`src/rtl/regfile_scoreboard.sv`:
```
// Register file with decoded write mask, two registered bypassing read ports
// and a per-register busy scoreboard for issue/writeback hazard tracking.
module regfile_scoreboard #(
  parameter int unsigned NREGS    = 8,
  parameter int unsigned WIDTH    = 8,
  parameter int unsigned IDXW     = 3,
  parameter bit          ZERO_REG = 1'b0
) (
  input  logic             clk,
  input  logic             rst_n,
  input  logic             wr_en,
  input  logic [IDXW-1:0]  wr_idx,
  input  logic [WIDTH-1:0] wr_data,
  input  logic             rsv_en,
  input  logic [IDXW-1:0]  rsv_idx,
  input  logic [IDXW-1:0]  rd0_idx,
  input  logic [IDXW-1:0]  rd1_idx,
  output logic [WIDTH-1:0] rd0_data,
  output logic [WIDTH-1:0] rd1_data,
  output logic             rd0_busy,
  output logic             rd1_busy,
  output logic [NREGS-1:0] wr_mask,
  output logic [NREGS-1:0] busy_mask,
  output logic             wr_unexp
);

  logic [WIDTH-1:0] r_regs [NREGS];
  logic [NREGS-1:0] r_busy;
  logic [WIDTH-1:0] r_rd0_data;
  logic [WIDTH-1:0] r_rd1_data;
  logic             r_rd0_busy;
  logic             r_rd1_busy;
  logic             r_wr_unexp;

  logic [WIDTH-1:0] w_regs_next [NREGS];
  logic [NREGS-1:0] w_busy_next;
  logic [NREGS-1:0] w_wr_mask;
  logic             w_wr_valid;
  logic             w_rsv_valid;
  logic             w_rd0_valid;
  logic             w_rd1_valid;
  logic [WIDTH-1:0] w_rd0_data;
  logic [WIDTH-1:0] w_rd1_data;
  logic             w_rd0_busy;
  logic             w_rd1_busy;
  logic             w_wr_unexp;

  // In range and not the hardwired zero register.
  function automatic logic idx_valid(input logic [IDXW-1:0] idx);
    return (32'(idx) < NREGS) && !(ZERO_REG && (idx == '0));
  endfunction

  always_comb begin
    w_wr_mask = '0;
    for (int i = 0; i < int'(NREGS); i++) begin
      w_wr_mask[i] = wr_en && (int'(wr_idx) == i);
    end
  end

  assign w_wr_valid  = wr_en && idx_valid(wr_idx);
  assign w_rsv_valid = rsv_en && idx_valid(rsv_idx);
  assign w_rd0_valid = idx_valid(rd0_idx);
  assign w_rd1_valid = idx_valid(rd1_idx);

  // Post-edge state; reservation applied after the write so a newer producer wins.
  always_comb begin
    w_regs_next = r_regs;
    w_busy_next = r_busy;
    w_wr_unexp  = 1'b0;
    if (w_wr_valid) begin
      w_regs_next[wr_idx] = wr_data;
      w_busy_next[wr_idx] = 1'b0;
      w_wr_unexp          = !r_busy[wr_idx];
    end
    if (w_rsv_valid) begin
      w_busy_next[rsv_idx] = 1'b1;
    end
  end

  // Read from post-edge state so same-cycle writes and reservations are visible.
  always_comb begin
    w_rd0_data = '0;
    w_rd1_data = '0;
    w_rd0_busy = 1'b0;
    w_rd1_busy = 1'b0;
    if (w_rd0_valid) begin
      w_rd0_data = w_regs_next[rd0_idx];
      w_rd0_busy = w_busy_next[rd0_idx];
    end
    if (w_rd1_valid) begin
      w_rd1_data = w_regs_next[rd1_idx];
      w_rd1_busy = w_busy_next[rd1_idx];
    end
  end

  always_ff @(posedge clk or negedge rst_n) begin
    if (!rst_n) begin
      for (int i = 0; i < int'(NREGS); i++) begin
        r_regs[i] <= '0;
      end
      r_busy     <= '0;
      r_rd0_data <= '0;
      r_rd1_data <= '0;
      r_rd0_busy <= 1'b0;
      r_rd1_busy <= 1'b0;
      r_wr_unexp <= 1'b0;
    end else begin
      r_regs     <= w_regs_next;
      r_busy     <= w_busy_next;
      r_rd0_data <= w_rd0_data;
      r_rd1_data <= w_rd1_data;
      r_rd0_busy <= w_rd0_busy;
      r_rd1_busy <= w_rd1_busy;
      r_wr_unexp <= w_wr_unexp;
    end
  end

  assign rd0_data  = r_rd0_data;
  assign rd1_data  = r_rd1_data;
  assign rd0_busy  = r_rd0_busy;
  assign rd1_busy  = r_rd1_busy;
  assign wr_mask   = w_wr_mask;
  assign busy_mask = r_busy;
  assign wr_unexp  = r_wr_unexp;

endmodule

```
`config.mk`:
```
export PLATFORM = sky130hd
export DESIGN_NAME = regfile_scoreboard
export DESIGN_NICKNAME = d
export VERILOG_FILES = /design/src/rtl/regfile_scoreboard.sv
export SDC_FILE = /design/constraint.sdc
export NUM_CORES = 1
export LEC_CHECK = 0
export ABC_CLOCK_PERIOD_IN_PS = 2850
export CAP_MARGIN = 20
export CORE_MARGIN = 2
export CORE_UTILIZATION = 40
export CTS_CLUSTER_SIZE = 28
export DETAILED_ROUTE_END_ITERATION = 10
export PLACE_DENSITY = 0.63
export SLEW_MARGIN = 20
export SYNTH_ARGS = -nofsm -noshare
export SYNTH_HDL_FRONTEND = slang
export SYNTH_SLANG_ARGS = --single-unit
export TNS_END_PERCENT = 5
```
`constraint.sdc`:
```
create_clock -name clk -period 2.85 [get_ports clk]
set_input_delay 0.57 -clock clk [delete_from_list [all_inputs] [get_ports clk]]
set_output_delay 0.57 -clock clk [all_outputs]
set_load 0.1 [all_outputs]
```
# Word-level counts from Yosys, hierarchy flattened
# Index checks and enable logic that the tools add are counted.
[classes] magnitude_cmp=10 eq_ne=7 mux=23 n_bitwise=6 reduce_logical=13
[op_table] cell="$bwmux 64" n=1
[op_table] cell="$mux 64" n=1
[op_table] cell="$mux 8" n=7
[op_table] cell="$bmux 8 s3" n=2
[op_table] cell="$demux 8 s3" n=1
[op_table] cell="$lt 3x4->1 const B" n=4
[op_table] cell="$eq 3x3->1 const B" n=4
[op_table] cell="$ge 4x4->1 const B" n=3
[op_table] cell="$not 3->4" n=3
[op_table] cell="$logic_and 1x1->1" n=11
[op_table] cell="$bmux 1 s3" n=3
[op_table] cell="$and 8x8->8" n=1
[op_table] cell="$not 8->8" n=1
[op_table] cell="$or 8x8->8" n=1
[op_table] cell="$demux 1 s3" n=2
[op_table] cell="$eq 3x2->1 const B" n=2
[op_table] cell="$ge 3x1->1 const B" n=2
[op_table] cell="$mux 1" n=6
[op_table] cell="$lt 4x1->1 const B" n=1
[op_table] cell="$eq 3x1->1 const B" n=1
[op_table] cell="$logic_not 3->1" n=1
[op_table] cell="$logic_not 1->1" n=1
[totals] ff_bits=91 in_bits=24 output_inout_bits=35 elab_cells=73

# Depth between registers and ports, before layout
# Gate-level depths: netlist of the first run.
[depth] depth_word=11 mapped_depth=8 depth_no_buf=6

# Least setup slack after synthesis of the first run
# OpenSTA, ideal clock, no wires.
[synth_path] path_kind="input port to flip-flop" startpoint="input port wr_idx[2]" endpoint="register r_rd1_data[6] (netlist: rd1_data[6])" arrival_ps=2366 slack_ps=359 cell_stages=8 path_cell_list="buf_2 nand4bb_1 buf_2 inv_1 mux2_2 a2bb2oi_1 nand3_1 a21oi_1"
[synth_rtl] element="from (decl)" line_no="12" rtl="input logic [IDXW-1:0] wr_idx,"
[synth_rtl] element="to (signal assigned)" line_no="111" rtl="r_rd1_data <= w_rd1_data;"
[synth_rtl] element="to (decl)" line_no="30" rtl="logic [WIDTH-1:0] r_rd1_data;"

# Worst setup path after layout of the first run
[layout_path] startpoint="input port wr_idx[0]" endpoint="output port wr_mask[7]"
[layout_between] elab_chain_cells=2
[layout_lines] element="$eq 3x1->1" line_no="56" rtl="w_wr_mask[i] = wr_en && (int'(wr_idx) == i);"
[layout_lines] element="$logic_and 1x1->1" line_no="56"
[layout_lines] element="to (decl)" line_no="22" rtl="output logic [NREGS-1:0] wr_mask,"
# Every way passes these cells.

==> metrics.txt, run 1 <==
status completed; hold crit path type in2async; CP Data Required Time 2.28 ns; WP data arrival 2.13 ns; sequential share of power 40.2%; routed len/inst 21.18 um; drt total wl 13.91 mm; Clock Sinks 91; Met1 Routed Length 6.025 mm; fraction of layout cells with a size suffix above 1 21.40%; Achievable Freq 370.7 MHz; cell internal pwr 2.572 mW; Synth Flop Type dfrtp_1; CTS tree yes; CP Cell Sequence clkdlybuf4s50_1, buf_4, nand4_1, buf_4, inv_1, buf_12; largest net degree at the start of global routing 55; Root Driver clkbuf_16; Initial Utilization 40.74%; sequential share of the synthesized area 49.38%; cell depth of the worst setup path 6; crit end category output pin; synthesized cell area 4612 um2; post-route insts no fill 657; ys async rst share 100.0%; Max Cap Viol 0; R2R Path End rd0_data[0]; antenna violations before repair 0; Synth warnings 0; Die Wd 111.4 um; RSZ-0062 raised after global routing false; Residual DRC 0; dpl cells 641; clk_lat worst skew 0.35 ns; Slew @ Worst Pin 0.9330 ns; Routed Antenna Nets 0; postcts setup bufs 0; R2R depth 4; Buf/Inv on CP 5; largest cells by area after synthesis dfrtp_1, mux2i_1, mux2_2; drt pass-1 iters 5; GP Congestion 0.9284; hold buffer count at cts 0; Slew Viols, Final 0; Synth area leader dfrtp_1; # H-tree levels 3; crit-path max cell delay 0.70 ns; R2R setup slack 1.52 ns; switching share of total power 39.02%; Leak 2.760 nW; Gate power share 33.8%; Vias 3,801; PwrDens 728.8 nW/um2; clock skew 0.005309 ns; Hold Slack 0.2719 ns; Area Overhead vs Synth 25.50%; syn avg cell area 10.46 um2; post-CTS sizing 0; # port buffers 58; Layout Nets 533; Largest delay share family, worst path buffers and inverters; Synth top area share 49.38%; die area 12,400 um2; most used cell, CP buf_4; chip height 111.4 um; IO Pins 59; Rel. slew slack 37.66%; Synth Register Bits 91; top sig layer met4; Final Setup Violations 0; slowest CP cell clkdlybuf4s50_1; Yosys cell types 42; Max FO, Critical Path 11; Clock power frac 26.0%; Syn Inst Count 441; first-pass GRT wire length 21.98 mm; most frequent cells after synthesis dfrtp_1, inv_1, mux2i_1; Core Box Area 11,320 um2; CTS clk-pin slew, worst paths 0.06 ns; Post-synth EDFFs 0; cell with the most instances after synthesis dfrtp_1; RR Startpoint r_regs[16]; cell row count 39; fin crit period 2.698 ns; post-DP HPWL 9.411 mm; CTS buffer count 9; switching power 1.646 mW; Fin. Hold Viols 0; Power Total 4.218 mW; Overall Global Routing Usage 23.35%; grt total ovfl 0; startpoint types primary input; final period utilization 94.65%; Max IR drop VDD 0.4199 mV; DR vias/cell 5.785; routed length on met3 1.128 mm; diode count 0; Crit Path Category in2out; vias in the first global route 3,860; Clock Path Buffers 2; initial DRC count 258; Syn Nets 465; Setup TNS Final 0 ns; met2 routed WL 6.348 mm
## layout by cell type (no fill, tap or decap), drive strengths merged, types with 3 or more instances in the layout
master / Yosys / final
dfrtp: 91 / 91
buf: 26 / 68
inv: 51 / 52
mux2i: 42 / 42
a22oi: 34 / 34
nand2: 28 / 28
a21oi: 25 / 25
mux2: 24 / 24
nor2: 22 / 22
clkdlybuf4s50: 0 / 22
nand3: 13 / 13
clkbuf: 7 / 12
o21ai: 10 / 10
a2bb2oi: 9 / 9
a221oi: 8 / 8
a2111oi: 8 / 8
and2: 5 / 5
nor3b: 4 / 4
and3b: 3 / 3
nand2b: 3 / 3
## metal layers
metal | vias up | global-route usage, %
met2 | 215 | 35.53
met5 | - | 0
met1 | 1855 | 32.86
met4 | 0 | 11.19
met3 | 32 | 3.702
li1 | 1699 | -
## logic make-up after synthesis
| group | share of synthesized area (%) |
|---|---|
| xor gates and xnor gates | 0.3799 |
| DFF | 49.38 |
| AOI/OAI and AO/OA | 15.65 |
| and+or+nand+nor | 11.04 |
| buffers and inverters | 7.596 |
| muxes | 15.95 |
## power groups by stage
| stage | Clock (mW) | Sequential (mW) | Combinational [mW] |
|---|---|---|---|
| final | 1.10 | 1.69 | 1.43 |
| after global routing | 1.17 | 1.72 | 1.51 |
| after CTS | 1.11 | 1.69 | 1.42 |
| after detailed placement | 0 | 1.71 | 1.42 |
| after global placement | 0 | 1.70 | 1.40 |
| after floorplan | 0 | 2.19 | 0.512 |
## state kept, by name, summed over array words and instances (netlist names)
name       cells
rd0_data       8
rd1_busy       1
busy_mask      8
r_regs        64
rd1_data       8
wr_unexp       1
rd0_busy       1
## metrics by stage
stage / utilization [%] / setup slack [ns] / instance area (um2)
after floorplan: - / 0.3594 / 4612
after global placement: 48.81 / 0.05639 / 5525
after detailed placement: 48.81 / 0.1011 / 5525
after CTS: 51.13 / 0.1541 / 5788
after global routing: 51.13 / 0.08649 / 5788
final: 51.13 / 0.1524 / 5788
## worst max path at each step
stage | endpoint | start | slack [ns]
4_1_cts | wr_mask[7] | wr_idx[0] | 0.15
3_5_place_dp | rd0_data[0] | wr_idx[0] | 0.10
5_1_grt | wr_mask[7] | wr_idx[0] | 0.09
6_report | wr_mask[7] | wr_idx[0] | 0.15
3_3_place_gp | rd0_data[6] | wr_idx[2] | 0.06
2_1_floorplan | rd1_data[6] | wr_idx[2] | 0.36
## layout make-up
class                   count  area [um2]
clock inverters             4       26.28
well taps                 143       178.9
flip-flops and latches     91        2277
multi-input cells         266        1984
clock buffers              12       236.5
repair buffers             90       893.4
fillers                  1039        5533
inverters                  51       191.4
No activity file was read; power rests on OpenSTA's default activity.
==> inputs of run 2 (changes only) <==
Settings changed: ABC_CLOCK_PERIOD_IN_PS 2850 to 3150, CORE_ASPECT_RATIO set to 1.4, HOLD_SLACK_MARGIN set to 0.1.
Clock period 2.85 ns to 3.15 ns, I/O delays scaled along.
==> run 2 against run 1 <==
Against the previous run:
- non-clock buffer count fell by 8
- wire length up 0.41%
- clock skew fell by 0.00059 ns
- count of clock-buffer cells in the layout unchanged
- largest cell class unchanged
==> metrics.txt, run 2 (synthesis results as in run 1) <==
Achievable Freq 345.0 MHz; hold crit path type in2async; Setup TNS Final 0 ns; PwrDens 705.2 nW/um2; met2 routed WL 7.022 mm; fin crit period 2.899 ns; diode count 0; Routed Antenna Nets 0; chip height 131.1 um; first-pass GRT wire length 20.79 mm; clock skew 0.004722 ns; Reg with most FFs r_regs; sequential share of power 37.2%; switching share of total power 36.09%; Slew Viols, Final 0; Max IR drop VDD 0.3102 mV; initial DRC count 539; CTS tree yes; Residual DRC 0; # port buffers 58; RSZ-0062 raised after global routing false; Area Overhead vs Synth 26.10%; Hold Slack 0.2801 ns; fraction of layout cells with a size suffix above 1 20.75%; Met1 Routed Length 5.279 mm; CTS clk-pin slew, worst paths 0.06 ns; drt pass-1 iters 5; post-DP HPWL 9.882 mm; commonest non-fill, non-tap cells in the layout dfrtp_1, inv_1, buf_4, mux2i_1, a22oi_1; grt total ovfl 0; Leak 2.765 nW; Clock power frac 31.3%; hold buffer count at cts 0; drt total wl 13.97 mm; Gate power share 31.5%; final period utilization 92.02%; Clock Sinks 91; Initial Utilization 40.88%; WP data arrival 2.27 ns; postcts setup bufs 0; die area 12,420 um2; clk_lat worst skew 0.34 ns; Slew @ Worst Pin 0.9591 ns; IO Pins 59; CTS buffer count 9; startpoint types primary input; Vias 3,801; GP Congestion 0.9299; status completed; Root Driver clkbuf_16; vias in the first global route 3,615; top sig layer met4; Fin. Hold Viols 0; # H-tree levels 3; crit end category output pin; Core Box Area 11,280 um2; Max Cap Viol 0; routed length on met3 818 um; largest net degree at the start of global routing 52; CP Data Required Time 2.52 ns; Layout Nets 525; DR vias/cell 5.848; Max FO, Critical Path 11; switching power 1.480 mW; post-CTS sizing 0; Final Setup Violations 0; fillers 1,044; cell internal pwr 2.621 mW; Die Wd 94.75 um; Crit Path Category in2out; commonest non-fill, non-tap cell in the layout dfrtp_1; Overall Global Routing Usage 23.07%; Rel. slew slack 35.92%; cell row count 46; Clock Path Buffers 2; antenna violations before repair 0; max FFs per register 64; routed len/inst 21.49 um
run 2: cell types whose count changed in the layout (fill, tap and decap cells not counted):
cell / change
buf_12: -1
buf_4: -7
bufinv_16: +3
clkbuf_1: -3
clkbuf_8: +3
clkinv_2: -1
clkinvlp_4: -1
inv_6: -1
run 2: final cells by class:
type / count / area, um2 / area share [%]
Clock buffer: 12 / 266.5 / 4.583
Tap cell: 144 / 180.2 / 3.098
Timing Repair Buffer: 82 / 820.8 / 14.11
Clock inverter: 4 / 95.09 / 1.635
Inverter: 51 / 191.4 / 3.292
Multi-Input combinational cell: 266 / 1984 / 34.12
Sequential cell: 91 / 2277 / 39.16
run 2: layer usage:
metal	up-vias	track usage, %
met3	59	3.488
li1	1688	-
met2	207	38.46
met4	0	14.83
met5	-	0
met1	1847	27.71
run 2: power by group through the flow:
stage / Sequential (mW) / Combinational [mW] / Clock (mW)
4_1_cts: 1.52 / 1.29 / 1.30
3_5_place_dp: 1.54 / 1.28 / 0
5_1_grt: 1.55 / 1.36 / 1.35
6_report: 1.53 / 1.29 / 1.28
2_1_floorplan: 1.99 / 0.463 / 0
3_3_place_gp: 1.54 / 1.27 / 0
run 2: worst paths after layout:
kind | endpoint | cells past startpoint | start | slack (ns)
hold reg to reg | r_regs[44] | 2 | r_regs[44] | 0.50
setup reg to reg | rd0_data[3] | 4 | r_regs[19] | 1.76
setup / recovery | wr_mask[6] | 4 | wr_idx[1] | 0.25
min in group clk | r_regs[44] | 2 | r_regs[44] | 0.50
max in group asynchronous | r_regs[15] | 2 | rst_n | 2.20
hold / removal | rd0_data[3] | 1 | rst_n | 0.28
run 2: worst max-delay path, cell delays in order:
cell and delay (ns):
clkdlybuf4s50_1 0.72, and4b_1 0.48, buf_4 0.25, buf_12 0.18
run 2: per-stage QoR:
stage               utilization [%]  worst slack [ns]  instances  instance area [um2]  power (mW)
floorplan                         -            0.5994        441                 4612       2.449
global placement              48.35            0.1585        634                 5454       2.807
detailed placement            48.35           0.08886        634                 5454       2.826
CTS                           51.55            0.2902        650                 5816       4.113
global route                  51.55            0.2264        650                 5816       4.254
finish                        51.55            0.2512        650                 5816       4.101
==> inputs of run 3 (changes only) <==
--- a/config.mk
+++ b/config.mk
@@ -7,2 +7,3 @@
 export LEC_CHECK = 0
+export ABC_AREA = 0
 export ABC_CLOCK_PERIOD_IN_PS = 3150
--- a/constraint.sdc
+++ b/constraint.sdc
@@ -3,2 +3,2 @@
 set_output_delay 0.63 -clock clk [all_outputs]
-set_load 0.1 [all_outputs]
+set_load 0.005 [all_outputs]
==> run 3 against run 2 <==
Against the previous run:
- clock skew increased by 0.00080 ns
- final cell count decreased by 0.62%
- via count decreased by 1.4%
- register-to-register slack improved by 0.02 ns
- first-iteration DRC count decreased by 31%
- worst setup slack got worse by 0.11 ns
- total power decreased by 14%
- sequential power about the same
- clock power decreased by 4%
- wire length decreased by 2.9%
==> metrics.txt, run 3 (synthesis results as in run 1) <==
Initial Utilization 40.88%; Routed Antenna Nets 0; Vias 3,746; drt total wl 13.56 mm; Achievable Freq 332.4 MHz; Setup TNS Final 0 ns; hold crit path type in2async; die area 12,420 um2; clk_lat worst skew 0.34 ns; DR vias/cell 5.799; design area 5722 um2; Max IR drop VDD 0.2779 mV; GP Congestion 0.9569; routed len/inst 20.99 um; post-CTS sizing 0; status completed; Max FO, Critical Path 11; post-DP HPWL 9.614 mm; startpoint types primary input; R2R setup slack 1.78 ns; postcts setup bufs 0; Final Setup Violations 0; Hold Slack 0.3416 ns; Area Overhead vs Synth 24.06%; Reg with most FFs r_regs; cell row count 46; max FFs per register 64; crit end category output pin; initial DRC count 374; hold buffer count at cts 0; R2R depth 4; Rel. slew slack 53.67%; grt total ovfl 0; Clock Sinks 91; WP data arrival 2.38 ns; RSZ-0062 raised after global routing false; drt pass-1 iters 5; vias in the first global route 3,852; clock skew 0.005517 ns; fraction of layout cells with a size suffix above 1 13.15%; Max Cap Viol 0; CP Data Required Time 2.52 ns; Clock Path Buffers 2; Fin. Hold Viols 0; IO Pins 59; Placed Instance Area 5374 um2; # H-tree levels 3; Residual DRC 0; commonest non-fill, non-tap cells in the layout dfrtp_1, clkdlybuf4s50_1, inv_1, mux2i_1, a22oi_1; CTS clk-pin slew, worst paths 0.06 ns; Core Box Area 11,280 um2; first-pass GRT wire length 21.33 mm; Crit Path Category in2out; RR Startpoint r_regs[32]; final period utilization 95.50%; Layout Nets 521; Power Total 3.532 mW; fin crit period 3.008 ns; # port buffers 58; antenna violations before repair 0; Leak 2.656 nW; Slew @ Worst Pin 0.6949 ns; PwrDens 617.3 nW/um2; Die Wd 94.75 um; Slew Viols, Final 0; chip height 131.1 um; R2R Path End rd0_data[0]; largest net degree at the start of global routing 54; Root Driver clkbuf_16; CTS tree yes; commonest non-fill, non-tap cell in the layout dfrtp_1; Overall Global Routing Usage 23.47%; diode count 0; CTS buffer count 9
-- run 3: changes by cell type in the layout (fill, tap and decap cells not counted), sizes merged --
cell	previous run	this run
bufinv	3	2
clkinv	1	0
clkinvlp	0	1
clkbuf	12	13
buf	60	21
clkdlybuf4s50	22	57
-- run 3: report_power, final --
group	total, mW	internal, mW	leakage [nW]	switching, mW
Sequential	1.51	1.41	1.09	0.102
Clock	1.23	0.782	0.168	0.447
Combinational	0.789	0.374	1.40	0.415
-- run 3: stage by stage --
stage / setup WS [ns] / instances / util (%)
after floorplan: 1.156 / 441 / -
after detailed placement: 0.06603 / 630 / 47.64
after CTS: 0.1402 / 646 / 50.72
final: 0.1418 / 646 / 50.72
after global placement: 0.1214 / 630 / 47.64
after global routing: 0.08466 / 646 / 50.72
-- run 3: critical path: stages --
cell	delay [ns]
clkdlybuf4s50_1	0.80
nand4b_1	0.31
inv_1	0.12
clkdlybuf4s50_1	0.51
-- run 3: worst max-delay path by stage --
| stage | slack (ns) | startpoint | depth (start not counted) | endpoint |
|---|---|---|---|---|
| after floorplan | 1.16 | wr_idx[0] | 7 | rd0_data[0] |
| after global placement | 0.12 | wr_idx[0] | 7 | rd0_data[3] |
| after detailed placement | 0.07 | wr_idx[0] | 5 | rd0_data[6] |
| after CTS | 0.14 | wr_idx[0] | 3 | wr_mask[2] |
| after global routing | 0.08 | wr_idx[0] | 4 | wr_mask[1] |
| final | 0.14 | wr_idx[0] | 4 | wr_mask[3] |
-- run 3: area by class of cell --
class | instances | area, um2
Sequential cell | 91 | 2277
Clock inverter | 3 | 67.56
Multi-Input combinational cell | 266 | 1984
Timing Repair Buffer | 78 | 740.7
Fill cell | 1037 | 5559
Tap cell | 144 | 180.2
Inverter | 51 | 191.4
Clock buffer | 13 | 280.3
-- run 3: metal layers --
layer	routed length [um]	track usage [%]	part of all wire, %	up-vias
li1	-	-	-	1682
met1	5313	27.53	39	1860
met2	6716	39.34	50	160
met3	709	3.774	5.2	44
met4	817	15.94	6.0	0
met5	0	0	0	-
